**src/rtl/boot_sequencer_pkg.sv**
```systemverilog
// Shared definitions for the boot sequencer: FSM states, status flag bundle
// and the default load size / SD idle timeout.
package boot_sequencer_pkg;

  localparam int unsigned DEF_LOAD_BYTES = 65536;
  localparam int unsigned DEF_SD_TIMEOUT = 10_000_000;
  localparam int unsigned CNT_W          = 17;
  localparam int unsigned PROG_W         = 8;

  typedef enum logic [2:0] {
    ST_WAIT_CALIB = 3'd0,
    ST_CLEAR      = 3'd1,
    ST_SD_LOAD    = 3'd2,
    ST_UART_LOAD  = 3'd3,
    ST_RUN        = 3'd4,
    ST_HALT       = 3'd5
  } boot_state_e;

  typedef struct packed {
    logic clear_screen_done;
    logic sdcard_read_started;
    logic sdcard_read_done;
    logic sdcard_read_error;
    logic uart_load_started;
    logic uart_load_done;
    logic boot_done;
  } boot_status_t;

endpackage

```
**src/rtl/boot_sequencer_load_counter.sv**
```systemverilog
// Byte counter, saturating progress and SD idle timer shared by both load
// sources; only the active source's byte strobe is fed in.
module load_counter
  import boot_sequencer_pkg::*;
#(
  parameter int unsigned LOAD_BYTES = DEF_LOAD_BYTES,
  parameter int unsigned SD_TIMEOUT = DEF_SD_TIMEOUT
) (
  input  logic              clk,
  input  logic              rst,
  input  logic              clr,
  input  logic              inc,
  input  logic              idle_en,
  input  logic              idle_clr,
  output logic [PROG_W-1:0] progress_next,
  output logic              last_byte,
  output logic              idle_hit
);

  localparam int unsigned IDLE_W = $clog2(SD_TIMEOUT + 1);
  localparam logic [CNT_W-1:0]  LAST_CNT  = CNT_W'(LOAD_BYTES - 1);
  localparam logic [CNT_W-1:0]  SAT_LIMIT = CNT_W'(65536);
  localparam logic [IDLE_W-1:0] IDLE_MAX  = IDLE_W'(SD_TIMEOUT);
  localparam logic [IDLE_W-1:0] IDLE_LAST = IDLE_W'(SD_TIMEOUT - 1);

  logic [CNT_W-1:0]  count_q, count_d;
  logic [IDLE_W-1:0] idle_q, idle_d;

  function automatic logic [PROG_W-1:0] sat_progress(input logic [CNT_W-1:0] c);
    if (c >= SAT_LIMIT) return '1;
    return c[CNT_W-2 -: PROG_W];
  endfunction

  always_comb begin
    count_d = count_q;
    idle_d  = idle_q;
    if (clr) begin
      count_d = '0;
      idle_d  = '0;
    end else begin
      if (inc) count_d = count_q + CNT_W'(1);
      if (idle_clr) idle_d = '0;
      else if (idle_en && idle_q != IDLE_MAX) idle_d = idle_q + IDLE_W'(1);
    end
  end

  // Stage p0 -> state registers
  always_ff @(posedge clk) begin
    if (rst) begin
      count_q <= '0;
      idle_q  <= '0;
    end else begin
      count_q <= count_d;
      idle_q  <= idle_d;
    end
  end

  // Both strobes look one count ahead so the FSM reacts on the same edge
  // that records the final byte / final idle cycle.
  assign last_byte     = inc && (count_q == LAST_CNT);
  assign idle_hit      = idle_en && !idle_clr && (idle_q == IDLE_LAST);
  assign progress_next = sat_progress(count_d);

endmodule

```
**src/rtl/boot_sequencer.sv**
```systemverilog
// Boot sequencer: waits for LPDDR calibration, clears video memory, loads the
// program from SD card (or UART when no card) and then releases the CPU.
module boot_sequencer
  import boot_sequencer_pkg::*;
#(
  parameter int unsigned LOAD_BYTES = DEF_LOAD_BYTES,
  parameter int unsigned SD_TIMEOUT = DEF_SD_TIMEOUT
) (
  input  logic       clk,
  input  logic       rst,
  input  logic       mem_calib_done,
  input  logic       mem_error,
  output logic       clear_start,
  input  logic       clear_done,
  input  logic       sdcard_present,
  output logic       sdcard_start,
  input  logic       sdcard_byte_valid,
  input  logic       sdcard_fail,
  input  logic       uart_byte_valid,
  output logic       clear_screen_done,
  output logic       sdcard_read_started,
  output logic       sdcard_read_done,
  output logic       sdcard_read_error,
  output logic       uart_load_started,
  output logic       uart_load_done,
  output logic       boot_done,
  output logic [7:0] sdcard_progress,
  output logic [7:0] uart_progress,
  output logic       cpu_run
);

  boot_state_e       state_q, state_d;
  boot_status_t      status_q, status_d;
  logic              clear_start_q, clear_start_d;
  logic              sdcard_start_q, sdcard_start_d;
  logic [PROG_W-1:0] sd_prog_q, sd_prog_d;
  logic [PROG_W-1:0] uart_prog_q, uart_prog_d;

  logic              in_sd, in_uart, byte_inc, cnt_clr;
  logic [PROG_W-1:0] progress_next;
  logic              last_byte, idle_hit;

  assign in_sd    = (state_q == ST_SD_LOAD);
  assign in_uart  = (state_q == ST_UART_LOAD);
  // A failing SD byte is dropped; the error path wins.
  assign byte_inc = !mem_error &&
                    ((in_sd && sdcard_byte_valid && !sdcard_fail) ||
                     (in_uart && uart_byte_valid));
  assign cnt_clr  = (state_q == ST_CLEAR) && clear_done && !mem_error;

  load_counter #(
    .LOAD_BYTES (LOAD_BYTES),
    .SD_TIMEOUT (SD_TIMEOUT)
  ) u_load_counter (
    .clk           (clk),
    .rst           (rst),
    .clr           (cnt_clr),
    .inc           (byte_inc),
    .idle_en       (in_sd),
    .idle_clr      (sdcard_byte_valid),
    .progress_next (progress_next),
    .last_byte     (last_byte),
    .idle_hit      (idle_hit)
  );

  always_comb begin
    state_d        = state_q;
    status_d       = status_q;
    clear_start_d  = 1'b0;
    sdcard_start_d = 1'b0;
    unique case (state_q)
      ST_WAIT_CALIB: begin
        if (mem_error) state_d = ST_HALT;
        else if (mem_calib_done) begin
          state_d       = ST_CLEAR;
          clear_start_d = 1'b1;
        end
      end
      ST_CLEAR: begin
        if (mem_error) state_d = ST_HALT;
        else if (clear_done) begin
          status_d.clear_screen_done = 1'b1;
          if (sdcard_present) begin
            state_d                      = ST_SD_LOAD;
            sdcard_start_d               = 1'b1;
            status_d.sdcard_read_started = 1'b1;
          end else begin
            state_d                    = ST_UART_LOAD;
            status_d.uart_load_started = 1'b1;
          end
        end
      end
      ST_SD_LOAD: begin
        if (mem_error) state_d = ST_HALT;
        else if (sdcard_fail || idle_hit) begin
          state_d                    = ST_HALT;
          status_d.sdcard_read_error = 1'b1;
        end else if (last_byte) begin
          state_d                   = ST_RUN;
          status_d.sdcard_read_done = 1'b1;
          status_d.boot_done        = 1'b1;
        end
      end
      ST_UART_LOAD: begin
        if (mem_error) state_d = ST_HALT;
        else if (last_byte) begin
          state_d                 = ST_RUN;
          status_d.uart_load_done = 1'b1;
          status_d.boot_done      = 1'b1;
        end
      end
      default: ;
    endcase
  end

  always_comb begin
    sd_prog_d   = sd_prog_q;
    uart_prog_d = uart_prog_q;
    if (in_sd)   sd_prog_d   = progress_next;
    if (in_uart) uart_prog_d = progress_next;
  end

  // Stage p0 -> registered state, pulses and status
  always_ff @(posedge clk) begin
    if (rst) begin
      state_q        <= ST_WAIT_CALIB;
      status_q       <= '0;
      clear_start_q  <= 1'b0;
      sdcard_start_q <= 1'b0;
      sd_prog_q      <= '0;
      uart_prog_q    <= '0;
    end else begin
      state_q        <= state_d;
      status_q       <= status_d;
      clear_start_q  <= clear_start_d;
      sdcard_start_q <= sdcard_start_d;
      sd_prog_q      <= sd_prog_d;
      uart_prog_q    <= uart_prog_d;
    end
  end

  assign clear_start         = clear_start_q;
  assign sdcard_start        = sdcard_start_q;
  assign clear_screen_done   = status_q.clear_screen_done;
  assign sdcard_read_started = status_q.sdcard_read_started;
  assign sdcard_read_done    = status_q.sdcard_read_done;
  assign sdcard_read_error   = status_q.sdcard_read_error;
  assign uart_load_started   = status_q.uart_load_started;
  assign uart_load_done      = status_q.uart_load_done;
  assign boot_done           = status_q.boot_done;
  assign cpu_run             = status_q.boot_done;
  assign sdcard_progress     = sd_prog_q;
  assign uart_progress       = uart_prog_q;

endmodule

```
**config.mk**
```make
export PLATFORM = sky130hd
export DESIGN_NAME = boot_sequencer
export DESIGN_NICKNAME = d
export VERILOG_FILES = /design/src/rtl/boot_sequencer_pkg.sv /design/src/rtl/boot_sequencer_load_counter.sv /design/src/rtl/boot_sequencer.sv
export SDC_FILE = /design/constraint.sdc
export NUM_CORES = 1
export LEC_CHECK = 0
export ABC_AREA = 1
export CAP_MARGIN = 20
export CELL_PAD_IN_SITES_DETAIL_PLACEMENT = 0
export CELL_PAD_IN_SITES_GLOBAL_PLACEMENT = 2
export CORE_MARGIN = 1.5
export CORE_UTILIZATION = 34
export DETAILED_ROUTE_END_ITERATION = 12
export HOLD_SLACK_MARGIN = 0.12
export MAX_ROUTING_LAYER = met4
export PLACE_DENSITY_LB_ADDON = 0.1
export SLEW_MARGIN = 20
export SYNTH_ARGS = -nofsm -noshare
export SYNTH_HDL_FRONTEND = slang
export SYNTH_SLANG_ARGS = --single-unit
```
**constraint.sdc**
```tcl
create_clock -name clk -period 4.3 [get_ports clk]
set_input_delay 0.86 -clock clk [delete_from_list [all_inputs] [get_ports clk]]
set_output_delay 0.86 -clock clk [all_outputs]
set_load 0.05 [all_outputs]
```
# Word-level counts from Yosys, hierarchy flattened
# Index checks and enable logic that the tools add are counted.
# Widths: inputs -> output; s select.
[totals] register_bits=69 output_inout_bits=26 inputBits=9 elab_cells=88
[op_classes] n_eq_ne=13 n_reduce_logical=29 n_addsub=2 magnitude_cmp=1 mux=23 n_bitwise=6
[ops] operator="$mux 17" count=2
[ops] operator="$add 24x1->24 const B" count=1
[ops] operator="$eq 24x24->1 const B" count=1
[ops] operator="$mux 3" count=8
[ops] operator="$ne 24x24->1 const B" count=1
[ops] operator="$add 17x1->17 const B" count=1
[ops] operator="$eq 17x16->1 const B" count=1
[ops] operator="$ge 17x17->1 const B" count=1
[ops] operator="$mux 8" count=2
[ops] operator="$pmux 3 s4" count=1
[ops] operator="$reduce_and 3->1" count=4
[ops] operator="$reduce_and 4->1" count=3
[ops] operator="$logic_and 1x1->1" count=10
[ops] operator="$mux 1" count=9
[ops] operator="$eq 3x2->1 const B" count=2
[ops] operator="$ne 2x2->1 const B" count=3
[ops] operator="$ne 3x3->1 const B" count=2
[ops] operator="$not 1->1" count=6
[ops] operator="$reduce_and 6->1" count=1
[ops] operator="$reduce_or 3->1" count=2
[ops] operator="$ne 2x1->1 const B" count=2
[ops] operator="$reduce_bool 4->1" count=1
[ops] operator="$reduce_or 4->1" count=1
[ops] operator="$eq 3x1->1 const B" count=1
[ops] operator="other kinds (5)" count=8

# Longest topological paths before layout
# Gate-level depths: netlist (run 1).
[logic_depth] depth_word=10 ltp_mapped=13

# By module
# A second synthesis (run 1) with hierarchy kept.
[hier_totals] cells_unflattened=544 hier_area_um2=3593.4
[by_module_without_submodules] module="load_counter" seq_area_each_um2=820.8 cells_each=393 area_per_inst_um2=2486.1 n_inst=1
[by_module_without_submodules] module="boot_sequencer" seq_area_each_um2=560.5 cells_each=151 area_per_inst_um2=1107.3 n_inst=1

# Worst setup path before layout (run 1)
# OpenSTA, ideal clock, no wires.
[synth_path] path_kind="register -> register" from="reg u_load_counter.count_q[0]" to="reg uart_prog_q[7], in the netlist uart_progress[7]" stages_incl_launch_ff=13 required_time_ps=4244 setup_slack_ps=2376 t_arrival_ps=1868 setup_time_ps=56 path_buffers=1 cell_sequence="dfxtp_1 ha_1 nand4_1 nor3_1 nand2_1 nor4_1 ha_1 a21oi_2 o21ai_2 buf_6 nand3_1 nand2_1 inv_1"
[synth_between] elab_chain_len=6
[synth_rtl] item="start: declaration" line="boot_sequencer_load_counter.sv:26" text="logic [CNT_W-1:0] count_q, count_d;"
[synth_rtl] item="start signal: assignment" line="boot_sequencer_load_counter.sv:53" text="count_q <= count_d;"
[synth_rtl] item="$add 17x1->17" line="boot_sequencer_load_counter.sv:41" text="if (inc) count_d = count_q + CNT_W'(1);"
[synth_rtl] item="$mux 17 (*)" line="boot_sequencer_load_counter.sv:41"
[synth_rtl] item="$mux 17 (*)" line="boot_sequencer_load_counter.sv:37" text="if (clr) begin"
[synth_rtl] item="$ge 17x17->1" line="boot_sequencer_load_counter.sv:30" text="if (c >= SAT_LIMIT) return '1;"
[synth_rtl] item="$mux 1" line="boot_sequencer_load_counter.sv:30"
[synth_rtl] item="$mux 8 (*)" line="boot_sequencer_load_counter.sv:31" text="return c[CNT_W-2 -: PROG_W];"
[synth_rtl] item="end signal: assignment" line="boot_sequencer.sv:138" text="uart_prog_q <= uart_prog_d;"
[synth_rtl] item="end: declaration" line="boot_sequencer.sv:37" text="logic [PROG_W-1:0] uart_prog_q, uart_prog_d;"
# Every way passes the cells marked *; elsewhere a longest branch is shown, timed or not.
# A chain may end at the register's enable or synchronous reset.

# Worst setup path in the final report (run 1)
[layout_path] from="in mem_error" to="reg sd_prog_q[2], in the netlist sdcard_progress[2]"
[layout_between] elab_chain_len=7
[layout_rtl] item="start: declaration" line="boot_sequencer.sv:12" text="input logic mem_error,"
[layout_rtl] item="$logic_not 1->1 (*)" line="boot_sequencer.sv:46, boot_sequencer.sv:49"
[layout_rtl] item="$logic_and 1x1->1" line="boot_sequencer.sv:46" text="assign byte_inc = !mem_error &&"
[layout_rtl] item="$mux 17" line="boot_sequencer_load_counter.sv:41"
[layout_rtl] item="$mux 17 (*)" line="boot_sequencer_load_counter.sv:37"
[layout_rtl] item="$ge 17x17->1" line="boot_sequencer_load_counter.sv:30"
[layout_rtl] item="$mux 1" line="boot_sequencer_load_counter.sv:30"
[layout_rtl] item="$mux 8 (*)" line="boot_sequencer_load_counter.sv:31"
[layout_rtl] item="end signal: assignment" line="boot_sequencer.sv:137" text="sd_prog_q <= sd_prog_d;"
[layout_rtl] item="end: declaration" line="boot_sequencer.sv:36" text="logic [PROG_W-1:0] sd_prog_q, sd_prog_d;"
# Marks and branches as above.

==> results of run 1 <==
==> layer usage <==
metal  wire, um  global-route usage  vias up  share of wire
li1           -                   -     1842              -
met3        309              0.0310        4          0.033
met2       3970               0.270       60           0.42
met5          0                   -        -              0
met4         66              0.0800        0         0.0070
met1       5150               0.257     1531           0.54
==> through the flow <==
stage / total power, W / cells / hold WS (ps) / instance area (um^2)
floorplan: 0.000758 / 564 / 457 / 3680
global placement: 0.000798 / 720 / 449 / 4110
detailed placement: 0.000797 / 720 / 450 / 4110
CTS: 0.00136 / 736 / 475 / 4310
global route: 0.00140 / 736 / 493 / 4310
finish: 0.00134 / 736 / 469 / 4310
==> logic make-up (layout without fill, tap and decap cells) <==
family | Yosys count | count (layout) | share of synthesized area
compound gates | 58 | 58 | 0.0836
fa+ha+maj | 4 | 4 | 0.0136
flops | 69 | 69 | 0.375
buf+inv | 84 | 120 | 0.0951
xor+xnor | 19 | 19 | 0.0452
simple gates | 330 | 330 | 0.388
==> synthesized netlist by cell type (2+ instances only) <==
cell and number:
a21oi_1 33, a31oi_1 2, buf_1 2, buf_2 4
buf_4 4, buf_6 2, clkbuf_1 4, dfxtp_1 69
ha_1 4, inv_1 62, inv_2 6, nand2_1 144
nand2_2 4, nand3_1 36, nand3_2 4, nand4_1 11
nor2_1 99, nor2_4 3, nor3_1 19, nor4_1 2
o21a_1 2, o21ai_0 17, or2_0 2, xnor2_1 4
xor2_1 15
==> tightest hold or removal path, cell delays in order, from the launching register on <==
cell     delay (ps)
dfxtp_1         330
nor2_1           50
nor2_1           70
==> layout make-up <==
class,instances,share of cell area
Sequential cell,69,0.320
Tap cell,136,0.0394
Multi-Input combinational cell,411,0.452
Timing Repair Buffer,36,0.0824
Inverter,68,0.0592
Clock buffer,11,0.0328
Clock inverter,5,0.0136
==> flip-flops by register name, indices dropped and copies added, names as in the netlist <==
signal,flops
boot_done,1
clear_screen_done,1
clear_start,1
sdcard_progress,8
sdcard_read_done,1
sdcard_read_error,1
sdcard_read_started,1
sdcard_start,1
state_q,3
u_load_counter.count_q,17
u_load_counter.idle_q,24
uart_load_done,1
uart_load_started,1
uart_progress,8
==> power groups by stage <==
stage	clock network (W)	registers [W]	logic (W)
CTS	0.000577	0.000657	0.000126
floorplan	0	0.000695	0.0000632
global route	0.000601	0.000658	0.000137
global placement	0	0.000672	0.000126
finish	0.000555	0.000657	0.000125
detailed placement	0	0.000672	0.000125
==> placed cells by master, fill, tap and decap left out, drive strengths merged, types with 2 or more instances in the layout <==
cell             n
xnor2            4
ha               4
o21ai           19
nand2          149
a31oi            2
clkbuf          11
clkinvlp         2
nor3            20
buf              2
nor4             2
dfxtp           69
xor2            15
nor2           103
nand3           40
o21a             2
inv             69
or2              2
nand4           11
clkdlybuf4s50   34
a21oi           34
==> worst max path at each step <==
stage	from	end	cells after the start
after detailed placement	mem_error	sdcard_progress[2]	8
final	mem_error	sdcard_progress[2]	8
after global placement	mem_error	sdcard_progress[2]	8
after floorplan	u_load_counter.count_q[0]	uart_progress[7]	12
after CTS	mem_error	sdcard_progress[2]	8
after global routing	mem_error	sdcard_progress[0]	8
==> run metrics, run 1 <==
layout cells sized above 1=0.0650; Vias=about 3400; Core Util, Final=0.414; Post-Synthesis Cells=between 500 and 600; Netlist cell types=35; Crit path largest cell delay=roughly 600 ps; startpoint types=input port; CP cell instances=clkdlybuf4s50_1 -> inv_1 -> nand3_1 -> nand2_4 -> o21ai_2 -> nand2_1 -> o21ai_1 -> inv_1; switch share=0.272; most used cell, CP=inv_1; final setup TNS=0 ps; worst r2r src=state_q[1]; hold endpoint=clear_screen_done; pre-CTS WS=around 1300 ps; Storage cell area=0.00138 mm^2; status=finished clean; Worst Hold Path Cells=2; clock latency on the worst-skew pair=360 ps; CTS sink cnt=just under 70; multi-input logic area=between 0.0015 and 0.002 mm^2; Yosys Warn Count=0; router iterations before antenna repair=4; largest area contributor in the netlist=dfxtp_1; die area=0.0115 mm^2; # DRC=0; # H-tree levels=3; FP Rows=37; Die X=around 110 um; setup repair bufs after CTS=0; Syn Nets=577; Vias/cell=between 4 and 5; CP Buf/Inv Count=3; # port buffers=34; unrepaired setup endpoints after global routing=no; main area contributors after synthesis=dfxtp_1 (38%), nand2_1 (15%), nor2_1 (10%), inv_1 (6.3%), nand3_1 (4.9%); post-CTS sizing=0; Worst Hold Launch=clear_screen_done; Fillers=about 1200; DIE HEIGHT=between 100 and 150 um; Max clock buf depth=2; CTS tree=done; Initial Util=0.354; Crit-path slowest cell=o21ai_2; WL per Instance=roughly 13 um; Overflow after GRT=0; cts bufs inserted=9; max cap viols=0; Seq/Total Area, Yosys=0.375; kind of end point of the critical path=flop; leakage power total=roughly 1.7 nW; antenna viol nets, final=0; combinational fraction of design power=0.093; Reg2Reg Depth=8; Starting DRT DRC Count=130; power density over the cells=approximately 310 mW/mm^2; Final Critical Period=between 2000 and 3000 ps; Fmax=between 0.3 and 0.4 GHz; CP required=4560 ps; largest net degree at the start of global routing=35; initial antenna violation count=0; fin. max-slew vios=0; Yosys top cell area share=0.375; final count of negative-setup-slack endpoints=0; clock root buffer=clkbuf_8; Synth Area per Inst=roughly 6.5 um^2; Final HPWL DP=6810 um; max_slew headroom=0.525; worst path arrival time=2820 ps; core box area=approximately 0.010 mm^2; global-route wire length before repair=about 16000 um; Tightest Hold Check Type=reg2reg; top_reg_cell synth=dfxtp_1; period utilization=0.596; Peak VDD IR=between 150 and 200 uV; GRT Overall Usage=0.187; RePlAce Congestion=approximately 0.80; crit-path leading delay family=buffers and inverters; Power Internal=around 0.00097 W; Post-synth ARST share=0; Post-Route WL=between 9000 and 10000 um; worst-margin pin slew=711 ps; Layout Nets=about 610; Net Switching=roughly 0.00036 W; Clock Pin Slew Worst Setup and Hold Paths=80 ps; clock network power share=0.415; final worst slack=approximately 1700 ps; R2R Setup Slk=1880 ps; Post-synth EDFFs=0; I/O pin count=35; Hold Vio Cnt, Final=0; n_diodes=0; Layout area overhead=17.1%; crit path kind=in2reg; Netlist Area Pre-Place=0.00368 mm^2; Worst Path Max Fanout=27; Yosys reg bits=69; sequential share of power=0.492; vias in the first global route=between 3000 and 4000; RR Endpoint=u_load_counter.idle_q[3]; # hold bufs at CTS=0; clk_skew=around 6.6 ps
No activity file was read; power rests on OpenSTA's default activity.
==> run 2: changes to the inputs <==
CORE_UTILIZATION = 28   (was 34)
clock period = 2.15 ns   (was 4.3 ns; I/O delays follow)
==> run 2 against run 1 <==
  * Wire length is 12% higher
  * Sequential power is 100% higher
  * Register-to-register slack worse by 1800 ps
  * Power is 140% higher
  * First-iteration DRC count is 7.7% higher
  * Worst hold slack worse by 1.1 ps
  * Critical endpoint is now uart_progress[0]
  * Via count is 5.9% higher
  * Combinational power is 130% higher
  * Critical path depth is 3 higher
==> run metrics, run 2 (synthesis gave the netlist of run 1 again) <==
Final Critical Period=slightly above 2000 ps; multi-input logic area=0.00202 mm^2 (+3.3%); sequential share of power=0.416 (-0.076); startpoint types=flop; max_slew headroom=0.655 (+0.129); leakage power total=1.87 nW (+13%); max reg flops=24 (unchanged); commonest non-fill, non-tap cells in the layout=nand2_1 (144), nor2_1 (99), dfxtp_1 (66), inv_1 (62), nand3_1 (36); Layout Nets=639 (+5.1%); Vias=3640 (+5.9%); Die X=118 um (+9.9%); global-route wire length before repair=17900 um (+10%); Net Switching=0.000774 W (+110%); crit path kind=reg2reg; Power Internal=0.00239 W (+150%); Placed Area=0.00440 mm^2 (+7.0%); core box area=0.0127 mm^2 (+22%); Critical Path Sink=uart_progress[0]; Pwr Total=0.00317 W (+140%); Reg2Reg Depth=11 (+3); fin. max-slew vios=0 (unchanged); # hold bufs at CTS=0 (unchanged); final instance area=0.00478 mm^2 (+11%); final count of negative-setup-slack endpoints=0 (unchanged); most used cell, CP=nand2_1; FP Rows=41 (+11%); clock root buffer=clkbuf_16; max cap viols=0 (unchanged); Worst Hold Path Cells=1 (-1); Max clock buf depth=2 (unchanged); antenna viol nets, final=0 (unchanged); WL per Instance=13.2 um (+2.6%); CTS tree=done; period utilization=0.967; DIE HEIGHT=118 um (+9.9%); crit path from=u_load_counter.count_q[0]; status=finished clean; Vias/cell=4.53 (-2.9%); Tightest Hold Check Type=reg2reg; Most flops, register=u_load_counter.idle_q; # DRC=0 (unchanged); Clock Pin Slew Worst Setup and Hold Paths=60 ps (-20 ps); RR Endpoint=uart_progress[0]; Core Util, Final=0.376 (-0.0383); CP required=2440 ps (-2120 ps); worst r2r src=u_load_counter.count_q[0]; kind of end point of the critical path=flop; initial antenna violation count=0 (unchanged); power density over the cells=662 mW/mm^2 (+110%); Post-Route WL=10600 um (+12%); Fillers=1433 (+23%); switch share=0.244 (-0.0278); vias in the first global route=3569 (+7.0%); router iterations before antenna repair=5 (+1); biggest regs=u_load_counter.idle_q (24), u_load_counter.count_q (17); Initial Util=0.290 (-0.0641); setup repair bufs after CTS=0 (unchanged); CTS sink cnt=69 (unchanged); Overflow after GRT=0 (unchanged); Crit-path slowest cell=dfxtp_2; combinational fraction of design power=0.089 (-0.004); cts bufs inserted=9 (unchanged); Starting DRT DRC Count=140 (+7.7%); Crit path largest cell delay=350 ps (-250 ps); Storage cell area=0.00139 mm^2 (+0.27%); Worst Path Max Fanout=8 (-70%); die area=0.0139 mm^2 (+21%); GRT Overall Usage=0.166 (-0.0211); n_diodes=0 (unchanged); worst-margin pin slew=516 ps (-195 ps); CP cell instances=ha_4 -> nand4_1 -> nor3_2 -> nand2_1 -> nor4_2 -> ha_1 -> a21oi_4 -> o21ai_4 -> nand3_1 -> nand2_1 -> inv_1; # H-tree levels=3 (unchanged); Fmax=about 0.48 GHz; worst path arrival time=2370 ps (-450 ps); layout cells sized above 1=0.120 (+0.0554); clock network power share=0.495 (+0.080); clock latency on the worst-skew pair=340 ps (-20 ps); hold slack final=468 ps (-1.12 ps); R2R Setup Slk=70 ps (-1810 ps); largest net degree at the start of global routing=34 (-2.9%); RePlAce Congestion=0.778 (-2.9%); Peak VDD IR=386 uV (+93%); Hold Vio Cnt, Final=0 (unchanged); final setup TNS=0 ps (unchanged); clk_skew=8.09 ps (+1.48 ps); Final HPWL DP=7600 um (+12%); # port buffers=34 (unchanged); I/O pin count=35 (unchanged); most common cell after layout, fill and taps aside=nand2_1; Layout area overhead=29.8%
run 2: cell types whose count changed in the layout (fill, tap and decap cells not counted), moves of 2 or more:
cell / previous run / this run
dfxtp_2: 0 / 3
buf_12: 0 / 2
clkbuf_16: 0 / 9
buf_4: 2 / 29
o21ai_4: 0 / 2
clkbuf_8: 10 / 3
dfxtp_1: 69 / 66
run 2: area by class of cell:
class                           count  share of cell area
Sequential cell                    69               0.290
Clock inverter                      3             0.00890
Multi-Input combinational cell    413               0.422
Tap cell                          172              0.0450
Inverter                           68              0.0534
Clock buffer                       13              0.0565
Timing Repair Buffer               65               0.125
run 2: power groups by stage:
stage	combinational, W	sequential [W]	clock (W)
after floorplan	0.000126	0.00139	0
after global placement	0.000281	0.00134	0
after detailed placement	0.000280	0.00134	0
after CTS	0.000283	0.00132	0.00163
after global routing	0.000310	0.00132	0.00167
final	0.000283	0.00132	0.00157
run 2: critical path: cells and delay by family (launching register included):
family	cells	cell delay (ps)
buffers and inverters	1	40
and+or+nand+nor	6	780
DFF	1	350
AOI/OAI and AO/OA	2	410
adders and majority gates	2	450
run 2: how the worst min path moves through the flow:
stage | from | endpoint | slack [ps]
2_1_floorplan | u_load_counter.count_q[0] | u_load_counter.count_q[0] | 460
3_3_place_gp | sdcard_read_done | sdcard_read_done | 450
3_5_place_dp | uart_load_done | uart_load_done | 450
4_1_cts | uart_load_done | uart_load_done | 480
5_1_grt | sdcard_read_error | sdcard_read_error | 490
6_report | uart_load_done | uart_load_done | 470
run 2: metrics by stage:
stage,cells,setup WS [ps]
6_report,803,71.4
5_1_grt,803,-67.9
4_1_cts,801,5.11
3_5_place_dp,785,-90.7
3_3_place_gp,785,-90.0
2_1_floorplan,564,226
run 2: repair_timing:
action | in CTS | in global routing
gates cloned | 0 | 2
gates resized for setup | 1 | 9
setup endpoints to repair | 16 | 21
run 2: metal layers:
layer	global-route usage	vias to the layer above	routed length (um)
li1	-	1901	-
met1	0.221	1679	5460
met2	0.253	52	4720
met3	0.0460	8	372
met4	0.0320	0	75
met5	-	-	0
